## src/rtl/morse_pkg.sv

```systemverilog
// Shared types and constants for the Morse transmit arbiter.
// State encoding, frame length and the letter-code type used by the LUT.
package morse_pkg;

  localparam int TOTAL_BITS = 11;
  localparam int FREQDIV2_DEF = 250;

  typedef logic [2:0] letter_t;

  typedef enum logic [1:0] {
    IDLE,
    LOAD,
    SEND,
    GAP
  } state_t;

endpackage

```

## src/rtl/morse_arbiter_rr.sv

```systemverilog
// Two-input round-robin picker.
// A lone requester wins; on contention the one that is not last wins.
module rr_arbiter2 (
  input  logic [1:0] req,
  input  logic       last,
  output logic [1:0] win,
  output logic       next_last
);

  // pick the winner and the pointer value that follows it
  always_comb begin
    win       = 2'b00;
    next_last = last;
    unique case (1'b1)
      (req == 2'b11): begin
        win       = last ? 2'b01 : 2'b10;
        next_last = ~last;
      end
      (req == 2'b01): begin
        win       = 2'b01;
        next_last = 1'b0;
      end
      (req == 2'b10): begin
        win       = 2'b10;
        next_last = 1'b1;
      end
      default: begin
        win       = 2'b00;
        next_last = last;
      end
    endcase
  end

endmodule

```

## src/rtl/morse_arbiter.sv

```systemverilog
// Round-robin owner of a shared Morse transmit datapath.
// Grants, loads a letter, counts symbol ticks, then holds a silent gap.
module morse_arbiter #(
  parameter int FREQdiv2   = morse_pkg::FREQDIV2_DEF,
  parameter int TOTAL_BITS = morse_pkg::TOTAL_BITS,
  parameter int GAP_BITS   = 3
) (
  input  logic       ClockIn,
  input  logic       Resetn,
  input  logic [1:0] Req,
  input  logic [2:0] Letter0,
  input  logic [2:0] Letter1,
  input  logic       NewBit,
  output logic       Start,
  output logic [2:0] LetterOut,
  output logic [1:0] Grant,
  output logic [1:0] Done,
  output logic       Busy
);

  import morse_pkg::*;

  localparam int GAP_CYC = GAP_BITS * FREQdiv2;
  localparam int GW = (GAP_CYC > 1) ? $clog2(GAP_CYC) : 1;
  localparam logic [3:0] BIT_LAST = 4'(TOTAL_BITS - 1);
  localparam logic [GW-1:0] GAP_LAST = GW'(GAP_CYC - 1);

  state_t        state;
  state_t        state_n;
  logic [3:0]    bit_cnt;
  logic [3:0]    bit_cnt_n;
  logic [GW-1:0] gap_cnt;
  logic [GW-1:0] gap_cnt_n;
  logic          last;
  logic          last_n;
  logic          start_n;
  logic          busy_n;
  logic [1:0]    grant_n;
  logic [1:0]    done_n;
  letter_t       letter_n;
  logic [1:0]    win;
  logic          next_last;

  rr_arbiter2 u_rr (
    .req       (Req),
    .last      (last),
    .win       (win),
    .next_last (next_last)
  );

  // next-state, counters and registered-output values
  always_comb begin
    state_n   = state;
    bit_cnt_n = bit_cnt;
    gap_cnt_n = gap_cnt;
    last_n    = last;
    grant_n   = Grant;
    letter_n  = LetterOut;
    start_n   = 1'b0;
    done_n    = 2'b00;
    unique case (state)
      IDLE: begin
        if (win != 2'b00) begin
          letter_n = win[1] ? Letter1 : Letter0;
          grant_n  = win;
          last_n   = next_last;
          start_n  = 1'b1;
          state_n  = LOAD;
        end
      end
      LOAD: begin
        bit_cnt_n = 4'd0;
        state_n   = SEND;
      end
      SEND: begin
        if (NewBit) begin
          bit_cnt_n = bit_cnt + 4'd1;
          if (bit_cnt == BIT_LAST) begin
            done_n    = Grant;
            gap_cnt_n = '0;
            state_n   = GAP;
          end
        end
      end
      GAP: begin
        if (gap_cnt == GAP_LAST) begin
          grant_n = 2'b00;
          state_n = IDLE;
        end else begin
          gap_cnt_n = gap_cnt + GW'(1);
        end
      end
      default: state_n = IDLE;
    endcase
    busy_n = (state_n != IDLE);
  end

  // state and output registers
  always_ff @(posedge ClockIn or negedge Resetn) begin
    if (!Resetn) begin
      state     <= IDLE;
      bit_cnt   <= 4'd0;
      gap_cnt   <= '0;
      last      <= 1'b1;
      Grant     <= 2'b00;
      LetterOut <= 3'b000;
      Start     <= 1'b0;
      Done      <= 2'b00;
      Busy      <= 1'b0;
    end else begin
      state     <= state_n;
      bit_cnt   <= bit_cnt_n;
      gap_cnt   <= gap_cnt_n;
      last      <= last_n;
      Grant     <= grant_n;
      LetterOut <= letter_n;
      Start     <= start_n;
      Done      <= done_n;
      Busy      <= busy_n;
    end
  end

endmodule

```

## config.mk

```make
export PLATFORM = sky130hd
export DESIGN_NAME = morse_arbiter
export DESIGN_NICKNAME = d
export VERILOG_FILES = /design/src/rtl/morse_pkg.sv /design/src/rtl/morse_arbiter_rr.sv /design/src/rtl/morse_arbiter.sv
export SDC_FILE = /design/constraint.sdc
export NUM_CORES = 1
export LEC_CHECK = 0
export BUFFER_PORTS_ARGS = -buffer_cell sky130_fd_sc_hd__buf_2
export CAP_MARGIN = 15
export CORE_UTILIZATION = 50
export CTS_CLUSTER_SIZE = 24
export DETAILED_ROUTE_END_ITERATION = 10
export GPL_ROUTABILITY_DRIVEN = 0
export PLACE_DENSITY = 0.74
export SLEW_MARGIN = 0
export SYNTH_ARGS = -nofsm -noshare
export SYNTH_HDL_FRONTEND = slang
export SYNTH_SLANG_ARGS = --single-unit
```

## constraint.sdc

```tcl
create_clock -name ClockIn -period 1.6 [get_ports ClockIn]
set_input_delay 0.16 -clock ClockIn [delete_from_list [all_inputs] [get_ports ClockIn]]
set_output_delay 0.16 -clock ClockIn [all_outputs]
set_load 0.01 [all_outputs]
```

* Word-level counts from Yosys, hierarchy flattened
Index checks and enable logic that the tools add are counted. Widths: inputs -> output; s select.
Storage, ports and cells: flip-flop bits (word level) 26, latch bits 0, RAM bits 0, memory bits (read-only) 0, input port bits 11, logic and storage cells 60, memories 0
Cells by class: add/subtract/negate cells 2, multiply operators 0, divide/modulo/power cells 0, $lt $le $gt $ge 0, equal/unequal tests 13, shift operators 0, multiplexer cells 23, bitwise operators 1, reduce and logical (&&, ||, !) cells 12
Operators by type and width (number):
- $mux 10 | 3
- $mux 2 | 10
- $pmux 10 s2 | 1
- $add 10x1->10 const B | 1
- $eq 10x10->1 const B | 1
- $ne 2x2->1 const B | 5
- $reduce_bool 2->1 | 5
- $eq 2x2->1 const B | 4
- $pmux 2 s4 | 1
- $pmux 4 s2 | 1
- $pmux 2 s3 | 1
- $reduce_and 3->1 | 2
- $add 4x1->4 const B | 1
- $eq 2x1->1 const B | 2
- $eq 4x4->1 const B | 1
- $mux 4 | 1
- $pmux 2 s2 | 1
- $reduce_and 2->1 | 2
- $reduce_and 4->1 | 1
- $mux 3 | 1
- $pmux 1 s3 | 1
- $reduce_bool 3->1 | 1
- $logic_not 2->1 | 1
- $mux 1 | 2
- $not 1->1 | 1

* Depth between registers and ports, before layout
Gate-level depths: netlist of run 1.
word-level depth 6, depth in mapped cells 6, gate-level depth less buffers 6

* By module
A second synthesis of run 1 with hierarchy kept.
Unflattened totals: cells, all modules 135, area, all modules 1383.8 um^2
By module, submodules not included:
- morse_arbiter | instances 1, cells an instance 130, area each 1355.0 um^2, seq. area each 651.9 um^2
- rr_arbiter2 | instances 1, cells an instance 5, area each 28.8 um^2, seq. area each 0.0 um^2

* Worst setup path after synthesis of run 1
No wires, ideal clock.
kind reg2reg, from reg bit_cnt[0], to reg state[0], library setup time 131 ps, arrival 1348 ps, setup slack 121 ps, cell stages (with the launch flop) 6, period minus slack after synthesis 1479 ps, cells stage by stage dfrtp_1 inv_1 ha_1 and4bb_2 and2b_2 or3_1
On the way: cells in the longest elaborated chain, start to end 4
RTL lines:
- start: declaration | RTL line morse_arbiter.sv:30 | logic [3:0] bit_cnt;
- start signal: assignment | RTL line morse_arbiter.sv:112 | bit_cnt <= bit_cnt_n;
- $eq 4x4->1 | RTL line morse_arbiter.sv:78 | if (bit_cnt == BIT_LAST) begin
- $mux 2 | RTL line morse_arbiter.sv:78
- $mux 2 | RTL line morse_arbiter.sv:76 | if (NewBit) begin
- $pmux 2 s4 | RTL line morse_arbiter.sv:61 | unique case (state)
- via state_n[0] | RTL line morse_arbiter.sv:29 | state_t state_n;
- end signal: assignment | RTL line morse_arbiter.sv:111 | state <= state_n;
- end: declaration | RTL line morse_arbiter.sv:28 | state_t state;
The timed path passes the listed nets, and every way through them passes these cells. A chain may end at the register's enable or synchronous reset.

* Worst setup path in the final report of run 1
from reg gap_cnt[1], to reg state[0]
On the way: cells in the longest elaborated chain, start to end 3
RTL lines:
- start: declaration | RTL line morse_arbiter.sv:32 | logic [GW-1:0] gap_cnt;
- start signal: assignment | RTL line morse_arbiter.sv:113 | gap_cnt <= gap_cnt_n;
- $eq 10x10->1 | RTL line morse_arbiter.sv:86 | if (gap_cnt == GAP_LAST) begin
- $mux 2 | RTL line morse_arbiter.sv:86
- $pmux 2 s4 | RTL line morse_arbiter.sv:61
- via state_n[0] | RTL line morse_arbiter.sv:29
The timed path passes the listed nets, and every way through them passes these cells.

==> flow_metrics.py, run 1 <==
metrics = {
    "setup_path": {
        "critPathLaunch": "gap_cnt[1]",
        "cp_slowest_cell": "dfrtp_1",
        "path_cells": "inv_1, ha_1, and4bb_4, a31oi_4, or3_1",
        "start_kind": "flip-flop",
        "cp.depth": 5,
        "crit_arrival_ps": 1760,
        "slowest_delay_ps": 440,
        "worst-r2r-setup-slack_ps": 60,
        "critPathCaptureType": "flip-flop",
        "worst-path-buf-inv": 1,
        "required_ps": 1820,
        "reg2reg_from": "gap_cnt[1]",
        "rr_endpoint": "state[0]",
        "worst-path-max-fanout": 5,
        "crit_type": "flip-flop to flip-flop",
        "rr_worst_depth": 5,
        "cp_top_family": "simple AND/OR/NAND/NOR gates",
    },
    "sta": {
        "rsz0062_at_grt": "false",
        "layout_min_cycle_time_ps": 1537,
        "drv_slew": 0,
        "setup_viol": 0,
        "finalHoldViolations": 0,
        "relSlewSlack_pct": 60.57,
        "holdWs_ps": 136.9,
        "skew_ps": 8.678,
        "worst_pin_slew_ps": 591.5,
        "finalCritPeriodShare_pct": 96.05,
        "fmax_mhz": 650.7,
        "setup_tns_ps": 0,
    },
    "run_status": {
        "status": "finished, final reports clean",
    },
    "clock_tree": {
        "cts_root_buf": "clkbuf_4",
        "cts_buffer_depth": 2,
        "clk_pin_slew_ps": 140,
        "cts_tree": "built",
        "htree_levels": 1,
        "numCtsBuffers": 3,
        "clkLatencyLatePin_ps": 320,
        "cts_resized": 0,
        "cts_sinks": 26,
    },
    "synthesis": {
        "ys_types": 32,
        "synth-compound-area-share_pct": 11.28,
        "yosysWarnings": 0,
        "ys_seq_area_share_pct": 47.02,
        "ys.flop_type": "dfrtp_1",
        "synth-adder-area-share_pct": 6.318,
        "synth_seq_cells": 26,
        "synth_area_sq_mm": 0.001386,
        "syn_nets": 160,
        "synth-xor-area-share_pct": 1.264,
        "synthMuxAreaShare_pct": 7.310,
        "synth.avg_cell_area_sq_um": 9.763,
        "yosys.area_share.simple_pct": 23.38,
        "synth-async-reset-ratio_pct": 100.0,
        "synth_edf_count": 0,
        "synth_top_family_by_area": "simple AND/OR/NAND/NOR gates",
        "synthCells": 142,
    },
    "grt": {
        "grt_remaining_overflow": 0,
        "first_global_vias": 1066,
        "grt_usage_pct": 21.54,
        "grt_max_degree": 27,
        "grt_pass1_wl_mm": 4.512,
        "antenna_found_initial": 0,
    },
    "flow_run": {
        "cap_violations": 0,
    },
    "layout": {
        "num_antenna_cells": 0,
        "drive_gt1_share_pct": 22.94,
        "design_area_sq_mm": 0.001600,
        "syn2layout_area_growth_pct": 15.43,
        "fin_nets": 189,
        "final_cells": 200,
    },
    "pwr": {
        "power_density_mw_per_mm2": 1456,
        "leakage_nw": 0.8220,
        "vdd.ir_drop.worst_mv": 1.251,
        "power.total_mw": 2.331,
    },
    "floorplanning": {
        "die-area_sq_mm": 0.002987,
        "io_pins": 20,
        "coreArea_sq_mm": 0.002545,
        "die_x_um": 54.66,
        "initial_core_util_pct": 54.47,
        "die_height_um": 54.66,
        "rows": 18,
    },
    "route": {
        "postRouteAntennaNets": 0,
        "drtIter0Drc": 17,
        "wl_mm": 2.857,
        "routed-via-count": 1129,
        "route.detailed.drc": 0,
        "detail_route.vias_per_cell": 5.645,
        "wl_per_cell_um": 14.29,
        "drt-pass1-iter-count": 4,
    },
    "min_path": {
        "hold_depth": 3,
        "hold_path_end": "LetterOut[2]",
        "min_path_type": "input port to flip-flop",
        "hold_start": "Letter1[2]",
    },
    "placement": {
        "place_hpwl_mm": 2.137,
        "dp.cells": 193,
        "io_buffers": 19,
        "placed_cell_area_sq_mm": 0.001539,
    },
}
## synth_stat cells, types with 2 or more instances
cell,count,area [sq um]
mux2i_1,9,90.09
and3_1,3,18.77
nand2_1,19,71.32
and2_1,4,25.02
o22ai_1,4,25.02
nor3_1,5,25.02
nand3_1,7,35.03
buf_2,2,10.01
xor2_1,2,17.52
o21ai_0,6,30.03
ha_1,7,87.58
or3_1,2,12.51
inv_1,8,30.03
dfrtp_1,25,625.6
a21oi_1,8,40.04
nand4_1,5,31.28
nor2_1,11,41.29
## worst max path at each step
stage                    end  slack (ps)
floorplan           state[0]         120
global placement    state[0]         120
detailed placement  state[0]          70
CTS                 state[0]          50
global route        state[0]           2
finish              state[0]          60
## registers in the layout, indices dropped and copies added (netlist names)
name / flops
state: 2
LetterOut: 3
last: 1
Grant: 2
gap_cnt: 10
bit_cnt: 4
Start: 1
Done: 2
Busy: 1
## area by class of cell
class / instances / area [sq um]
Timing Repair Buffer: 27 / 157.7
Inverter: 8 / 30.03
Clock buffer: 4 / 36.28
Sequential cell: 26 / 651.9
Tap cell: 30 / 37.54
Fill cell: 215 / 944.7
Multi-Input combinational cell: 105 / 686.9
## worst reg2reg max path: cells and delay by family, from the launching register on
family	cells	cell delay [ps]
simple gates	2	660
flops	1	440
fa+ha+maj	1	130
compound gates	1	130
buf+inv	1	70
## timing repair
item,in CTS,in global routing
buffers inserted,0,2
setup endpoints to repair,0,2
hold buffers,1,0
endpoints found under the hold margin,25,0
## metrics by stage
| stage | utilization [%] | setup WS [ps] |
|---|---|---|
| 2_1_floorplan | - | 121.1 |
| 4_1_cts | 62.29 | 53.13 |
| 5_1_grt | 62.88 | 2.272 |
| 3_3_place_gp | 60.47 | 122.4 |
| 3_5_place_dp | 60.47 | 70.75 |
| 6_report | 62.88 | 63.27 |
## logic make-up after synthesis
logic type | count (synthesis)
and+or+nand+nor | 62
DFF | 26
AOI/OAI and AO/OA | 24
buffers and inverters | 11
muxes | 10
adders and majority gates | 7
xor gates and xnor gates | 2
## placed cells by master (no fill, tap or decap), drive strengths merged
| master | n |
|---|---|
| inv | 8 |
| a31oi | 1 |
| xor2 | 2 |
| nand2b | 1 |
| o211ai | 1 |
| and2 | 4 |
| nand2 | 19 |
| buf | 26 |
| or3 | 3 |
| dfstp | 1 |
| and4bb | 2 |
| clkbuf | 4 |
| nor3 | 5 |
| nor2 | 11 |
| o21ai | 6 |
| o31ai | 1 |
| ha | 7 |
| mux2 | 1 |
| a31o | 1 |
| and3b | 1 |
| o22ai | 4 |
| a22oi | 1 |
| a21oi | 9 |
| dfrtp | 25 |
| and2b | 1 |
| and3 | 3 |
| dlygate4sd3 | 1 |
| mux2i | 9 |
| nand3 | 7 |
| nand4 | 5 |
## power by group
part / total (mW) / switching, mW / internal (mW)
Combinational: 0.918 / 0.496 / 0.422
Clock: 0.330 / 0.191 / 0.139
Sequential: 1.08 / 0.199 / 0.883
Total: 2.33 / 0.886 / 1.44
## layer usage
metal,GRT usage (%),wire [um],up-vias
li1,-,-,555
met1,26.12,1259,547
met2,37.95,1480,25
met3,6.111,103,2
met4,3.419,13,0
met5,0,0,-
(Power assumes the default switching activity.)
==> run 2, diff against run 1 <==
--- a/config.mk
+++ b/config.mk
@@ -7,6 +7,7 @@
 export LEC_CHECK = 0
 export BUFFER_PORTS_ARGS = -buffer_cell sky130_fd_sc_hd__buf_2
 export CAP_MARGIN = 15
+export CORE_MARGIN = 3
 export CORE_UTILIZATION = 50
 export CTS_CLUSTER_SIZE = 24
 export DETAILED_ROUTE_END_ITERATION = 10
==> run 2 against run 1 <==
Cell count increased by 0.50%. Via count down 1.7%. Largest cell class unchanged. Die area rose by 15%. Clock power up 37%. Cell area increased by 1.7%. Register-to-register slack about the same. Clock skew rose by 1.7 ps. Largest power group unchanged. Count of clock-buffer cells in the layout fell by 1. Critical endpoint unchanged. Sequential cell count did not move. First-iteration DRC count is 65% higher. Total power is 5.0% higher. Worst hold slack got worse by 20 ps.
==> flow_metrics.py, run 2 (same netlist as run 1, synthesis figures left out) <==
metrics = {
    "run_status": {
        "status": "finished, final reports clean",
    },
    "min_path": {
        "hold_depth": 3,
        "min_path_type": "input port to flip-flop",
        "hold_path_end": "LetterOut[0]",
        "hold_start": "Letter1[0]",
    },
    "grt": {
        "grt_max_degree": 27,
        "first_global_vias": 1052,
        "grt_pass1_wl_mm": 4.540,
        "grt_remaining_overflow": 0,
        "grt_usage_pct": 17.54,
        "antenna_found_initial": 0,
    },
    "setup_path": {
        "worst-path-max-fanout": 5,
        "reg2reg_from": "gap_cnt[1]",
        "crit_arrival_ps": 1770,
        "crit_type": "flip-flop to flip-flop",
        "required_ps": 1830,
        "path_cells": "inv_1, ha_2, and4bb_4, a31oi_4, or3_1",
        "worst-r2r-setup-slack_ps": 60,
        "cp_slowest_cell": "dfrtp_1",
        "slowest_delay_ps": 440,
        "rr_endpoint": "state[0]",
        "rr_worst_depth": 5,
        "cp_top_family": "simple AND/OR/NAND/NOR gates",
        "start_kind": "flip-flop",
        "worst-path-buf-inv": 1,
        "critPathCaptureType": "flip-flop",
    },
    "sta": {
        "holdWs_ps": 116.5,
        "worst_pin_slew_ps": 566.7,
        "fmax_mhz": 649.5,
        "setup_viol": 0,
        "drv_slew": 0,
        "rsz0062_at_grt": "true",
        "relSlewSlack_pct": 62.22,
        "finalCritPeriodShare_pct": 96.23,
        "finalHoldViolations": 0,
        "skew_ps": 10.41,
        "layout_min_cycle_time_ps": 1540,
    },
    "route": {
        "drt-pass1-iter-count": 4,
        "route.detailed.drc": 0,
        "wl_per_cell_um": 13.29,
        "wl_mm": 2.672,
        "drtIter0Drc": 28,
        "routed-via-count": 1110,
        "postRouteAntennaNets": 0,
        "detail_route.vias_per_cell": 5.522,
    },
    "clock_tree": {
        "numCtsBuffers": 3,
        "cts_sinks": 26,
        "cts_tree": "built",
        "cts_root_buf": "clkbuf_4",
        "htree_levels": 1,
        "cts_buffer_depth": 2,
        "clkLatencyLatePin_ps": 330,
        "clk_pin_slew_ps": 140,
    },
    "pwr": {
        "vdd.ir_drop.worst_mv": 1.004,
        "power_density_mw_per_mm2": 1503,
        "power.total_mw": 2.447,
        "leakage_nw": 0.8308,
    },
    "layout": {
        "largest_reg_flops": 10,
        "syn2layout_area_growth_pct": 17.42,
        "top_register": "gap_cnt",
        "multi_input_area_sq_um": 689.4,
        "num_antenna_cells": 0,
        "mostFrequentLayoutCell": "dfrtp_1",
        "regArea_sq_um": 653.1,
        "fin_nets": 190,
        "reg_top3": "gap_cnt: 10 flops, bit_cnt: 4 flops, LetterOut: 3 flops",
        "drive_gt1_share_pct": 24.56,
        "final_core_util_pct": 63.96,
        "design_area_sq_mm": 0.001628,
        "final.fill_count": 205,
        "layout_common_cells": "dfrtp_1, nand2_1, buf_2, nor2_1, mux2i_1",
    },
    "floorplanning": {
        "coreArea_sq_mm": 0.002545,
        "die_x_um": 58.66,
        "die_height_um": 58.66,
        "die-area_sq_mm": 0.003440,
        "io_pins": 20,
        "rows": 18,
        "initial_core_util_pct": 54.47,
    },
    "placement": {
        "placed_cell_area_sq_mm": 0.001531,
        "io_buffers": 19,
        "place_hpwl_mm": 1.967,
    },
    "flow_run": {
        "cap_violations": 0,
    },
}
==> run 2: cell types whose count changed in the layout (fill, tap and decap cells not counted) <==
cell | before | now
ha_1 | 7 | 6
clkbuf_8 | 1 | 0
dfrtp_1 | 25 | 24
dfrtp_2 | 0 | 1
bufinv_16 | 0 | 1
ha_2 | 0 | 1
buf_4 | 7 | 8
==> run 2: worst reg2reg max path, cell delays in order, from the launching register on <==
cell      delay [ps]
dfrtp_1          440
inv_1             70
ha_2             150
and4bb_4         270
a31oi_4          140
or3_1            380
==> run 2: worst max-delay path by stage <==
stage,startpoint,endpoint,slack (ps),cells after the start
after floorplan,bit_cnt[0],state[0],120,5
after detailed placement,gap_cnt[1],state[0],80,5
after global routing,gap_cnt[1],gap_cnt[3],-40,6
after global placement,gap_cnt[0],gap_cnt[3],110,5
after CTS,gap_cnt[0],gap_cnt[3],10,5
final,gap_cnt[1],state[0],60,5
==> run 2: what timing repair did <==
action                                  CTS  global route
hold buffers                              1             0
endpoints found under the hold margin    25             0
resized for setup                         0             2
setup buffers                             0             4
endpoints found under the setup margin    0             3
==> run 2: final cells by class <==
| cell class | count | share of cell area, % |
|---|---|---|
| multi-input cells | 105 | 42.35 |
| clock inverters | 1 | 1.845 |
| clock buffers | 3 | 1.384 |
| inverters | 8 | 1.845 |
| well taps | 30 | 2.306 |
| flip-flops and latches | 26 | 40.12 |
| repair buffers | 28 | 10.15 |
==> run 2: metal layers <==
| metal | share of wire [%] | wire, um | GRT usage (%) |
|---|---|---|---|
| met5 | 0 | 0 | 0 |
| met4 | 1.3 | 35 | 5.825 |
| met3 | 4.6 | 124 | 4.605 |
| met2 | 49 | 1301 | 29.98 |
| met1 | 45 | 1211 | 21.49 |
==> run 2: report_power, final <==
group          leakage (nW)  switching (mW)  internal (mW)
registers             0.312           0.209          0.886
logic                 0.491           0.465          0.436
clock network        0.0279           0.198          0.254
==> run 2: stage by stage <==
stage | TNS [ps] | worst slack, ps | instances
after floorplan | 0 | 121.1 | 142
after global placement | 0 | 107.8 | 192
after detailed placement | 0 | 76.17 | 192
after CTS | 0 | 10.59 | 197
after global routing | -35.45 | -35.45 | 201
final | 0 | 60.39 | 201
==> run 3, diff against run 2 <==
--- a/config.mk
+++ b/config.mk
@@ -7,12 +7,14 @@
 export LEC_CHECK = 0
 export BUFFER_PORTS_ARGS = -buffer_cell sky130_fd_sc_hd__buf_2
 export CAP_MARGIN = 15
+export CELL_PAD_IN_SITES_DETAIL_PLACEMENT = 0
+export CELL_PAD_IN_SITES_GLOBAL_PLACEMENT = 2
 export CORE_MARGIN = 3
-export CORE_UTILIZATION = 50
+export CORE_UTILIZATION = 31
 export CTS_CLUSTER_SIZE = 24
 export DETAILED_ROUTE_END_ITERATION = 10
 export GPL_ROUTABILITY_DRIVEN = 0
-export PLACE_DENSITY = 0.74
+export PLACE_DENSITY_LB_ADDON = 0.1
 export SLEW_MARGIN = 0
 export SYNTH_ARGS = -nofsm -noshare
 export SYNTH_HDL_FRONTEND = slang
==> run 3 against run 2 <==
Sequential share of layout area decreased by 0.23 points. Cell area increased by 0.38%. Cell count increased by 9.5%. First-iteration DRC count decreased by 29%. Total power decreased by 4.4%. Register-to-register slack improved by 50 ps. Die area increased by 54%. Clock skew decreased by 5.6 ps. Combinational power decreased by 3.7%. Worst hold slack improved by 59 ps. Setup slack improved by 54 ps. Critical endpoint is now Grant[1].
==> flow_metrics.py, run 3 (same netlist as run 1, synthesis figures left out) <==
metrics = {
    "run_status": {
        "status": "finished, final reports clean",
    },
    "sta": {
        "worst_pin_slew_ps": 591.9,
        "holdWs_ps": 175.9,
        "layout_min_cycle_time_ps": 1486,
        "finalHoldViolations": 0,
        "fmax_mhz": 673.1,
        "relSlewSlack_pct": 60.54,
        "skew_ps": 4.765,
        "rsz0062_at_grt": "false",
        "finalCritPeriodShare_pct": 92.86,
        "drv_slew": 0,
        "setup_viol": 0,
        "setup_tns_ps": 0,
    },
    "layout": {
        "layout_common_cells": "dfrtp_1, nand2_1, buf_2, nor2_1, mux2i_1",
        "drive_gt1_share_pct": 22.35,
        "regArea_sq_um": 651.9,
        "largest_reg_flops": 10,
        "top_register": "gap_cnt",
        "final.fill_count": 452,
        "num_antenna_cells": 0,
        "mostFrequentLayoutCell": "dfrtp_1",
        "syn2layout_area_growth_pct": 17.87,
        "reg_top3": "gap_cnt: 10 flops, bit_cnt: 4 flops, LetterOut: 3 flops",
        "fin_nets": 189,
        "final_core_util_pct": 39.43,
        "design_area_sq_mm": 0.001634,
        "multi_input_area_sq_um": 686.9,
    },
    "floorplanning": {
        "coreArea_sq_mm": 0.004144,
        "die-area_sq_mm": 0.005311,
        "die_height_um": 72.88,
        "initial_core_util_pct": 33.45,
        "io_pins": 20,
        "rows": 23,
        "die_x_um": 72.88,
    },
    "setup_path": {
        "crit_type": "flip-flop to flip-flop",
        "required_ps": 1740,
        "worst-path-max-fanout": 3,
        "start_kind": "flip-flop",
        "critPathCaptureType": "flip-flop",
        "crit_arrival_ps": 1630,
    },
    "clock_tree": {
        "cts_root_buf": "clkbuf_8",
        "cts_buffer_depth": 2,
        "numCtsBuffers": 3,
        "cts_sinks": 26,
        "cts_resized": 0,
        "cts_setup_buffers": 0,
        "cts_tree": "built",
        "clk_pin_slew_ps": 90,
        "htree_levels": 1,
        "clkLatencyLatePin_ps": 270,
    },
    "grt": {
        "antenna_found_initial": 0,
        "grt_max_degree": 27,
        "grt_usage_pct": 12.02,
        "grt_remaining_overflow": 0,
        "first_global_vias": 1085,
        "grt_pass1_wl_mm": 5.071,
    },
    "route": {
        "routed-via-count": 1085,
        "detail_route.vias_per_cell": 4.932,
        "postRouteAntennaNets": 0,
        "m1WireLength_mm": 1.458,
        "top_layer_used": "met4",
        "drtIter0Drc": 20,
        "wl_mm": 2.878,
        "route.detailed.drc": 0,
        "met3WireLength_um": 102,
        "dr_wl_met2_mm": 1.284,
        "wl_per_cell_um": 13.08,
        "drt-pass1-iter-count": 4,
    },
    "placement": {
        "placed_cell_area_sq_mm": 0.001579,
        "place_hpwl_mm": 2.173,
        "io_buffers": 19,
    },
    "pwr": {
        "sequentialPowerShare_pct": 46.3,
        "switchingPower_uw": 868.8,
        "vdd.ir_drop.worst_mv": 0.4747,
        "intPower_mw": 1.471,
        "power.total_mw": 2.340,
        "power_density_mw_per_mm2": 1432,
        "p_comb_share_pct": 37.1,
        "leakage_nw": 0.8240,
        "p_sw_share_pct": 37.13,
        "p_clk_share_pct": 16.6,
    },
    "min_path": {
        "min_path_type": "input port to flip-flop",
    },
    "flow_run": {
        "cap_violations": 0,
    },
}
[run 3: cell types whose count changed in the layout (fill, tap and decap cells not counted)]
cell and delta:
ha_1 +1, ha_2 -1, clkbuf_4 -3, bufinv_16 -1, dfrtp_1 +1, buf_4 -1
dfrtp_2 -1, clkbuf_1 +1, clkbuf_8 +3
[run 3: layout make-up]
class	instances	area share (%)
multi-input cells	105	42.04
flip-flops and latches	26	39.89
repair buffers	27	9.648
well taps	50	3.828
clock buffers	4	2.757
inverters	8	1.838
[run 3: power by group through the flow]
stage | Combinational (mW) | Clock [mW] | Sequential, mW
floorplan | 0.555 | 0 | 1.09
detailed placement | 0.873 | 0 | 1.10
global placement | 0.853 | 0 | 1.09
global route | 0.994 | 0.426 | 1.13
CTS | 0.882 | 0.400 | 1.09
finish | 0.868 | 0.388 | 1.08
[run 3: routing by layer]
| metal | global-route usage [%] | up-vias |
|---|---|---|
| li1 | - | 552 |
| met2 | 18.54 | 17 |
| met1 | 17.18 | 512 |
| met4 | 3.893 | 0 |
| met3 | 1.928 | 4 |
| met5 | 0 | - |
[run 3: stage by stage]
stage               std cells  worst slack, ps
floorplan                 142            121.1
global placement          215            139.0
detailed placement        215            117.5
CTS                       220            107.4
global route              220            10.91
finish                    220            114.3
[run 3: critical path, stage by stage (launching register included)]
cell,delay (ps)
dfrtp_1,390
inv_1,50
ha_1,140
and4bb_4,270
nand2_1,90
nor3_1,290
o22ai_1,130
[run 3: final timing paths]
path | start | endpoint | slack, ps | cells past startpoint
worst min register to register | LetterOut[0] | LetterOut[0] | 490 | 2
worst max-delay path | gap_cnt[1] | Grant[1] | 110 | 6
worst max register to register | gap_cnt[1] | Grant[1] | 110 | 6
max in group asynchronous | Resetn | Start | 780 | 2
min in group asynchronous | Resetn | gap_cnt[3] | 430 | 2
worst min-delay path | Letter1[2] | LetterOut[2] | 180 | 3
[run 3: timing repair]
| action | in CTS | in global routing |
|---|---|---|
| endpoints found under the hold margin | 25 | 0 |
| hold buffers | 1 | 0 |
| endpoints found under the setup margin | 0 | 0 |
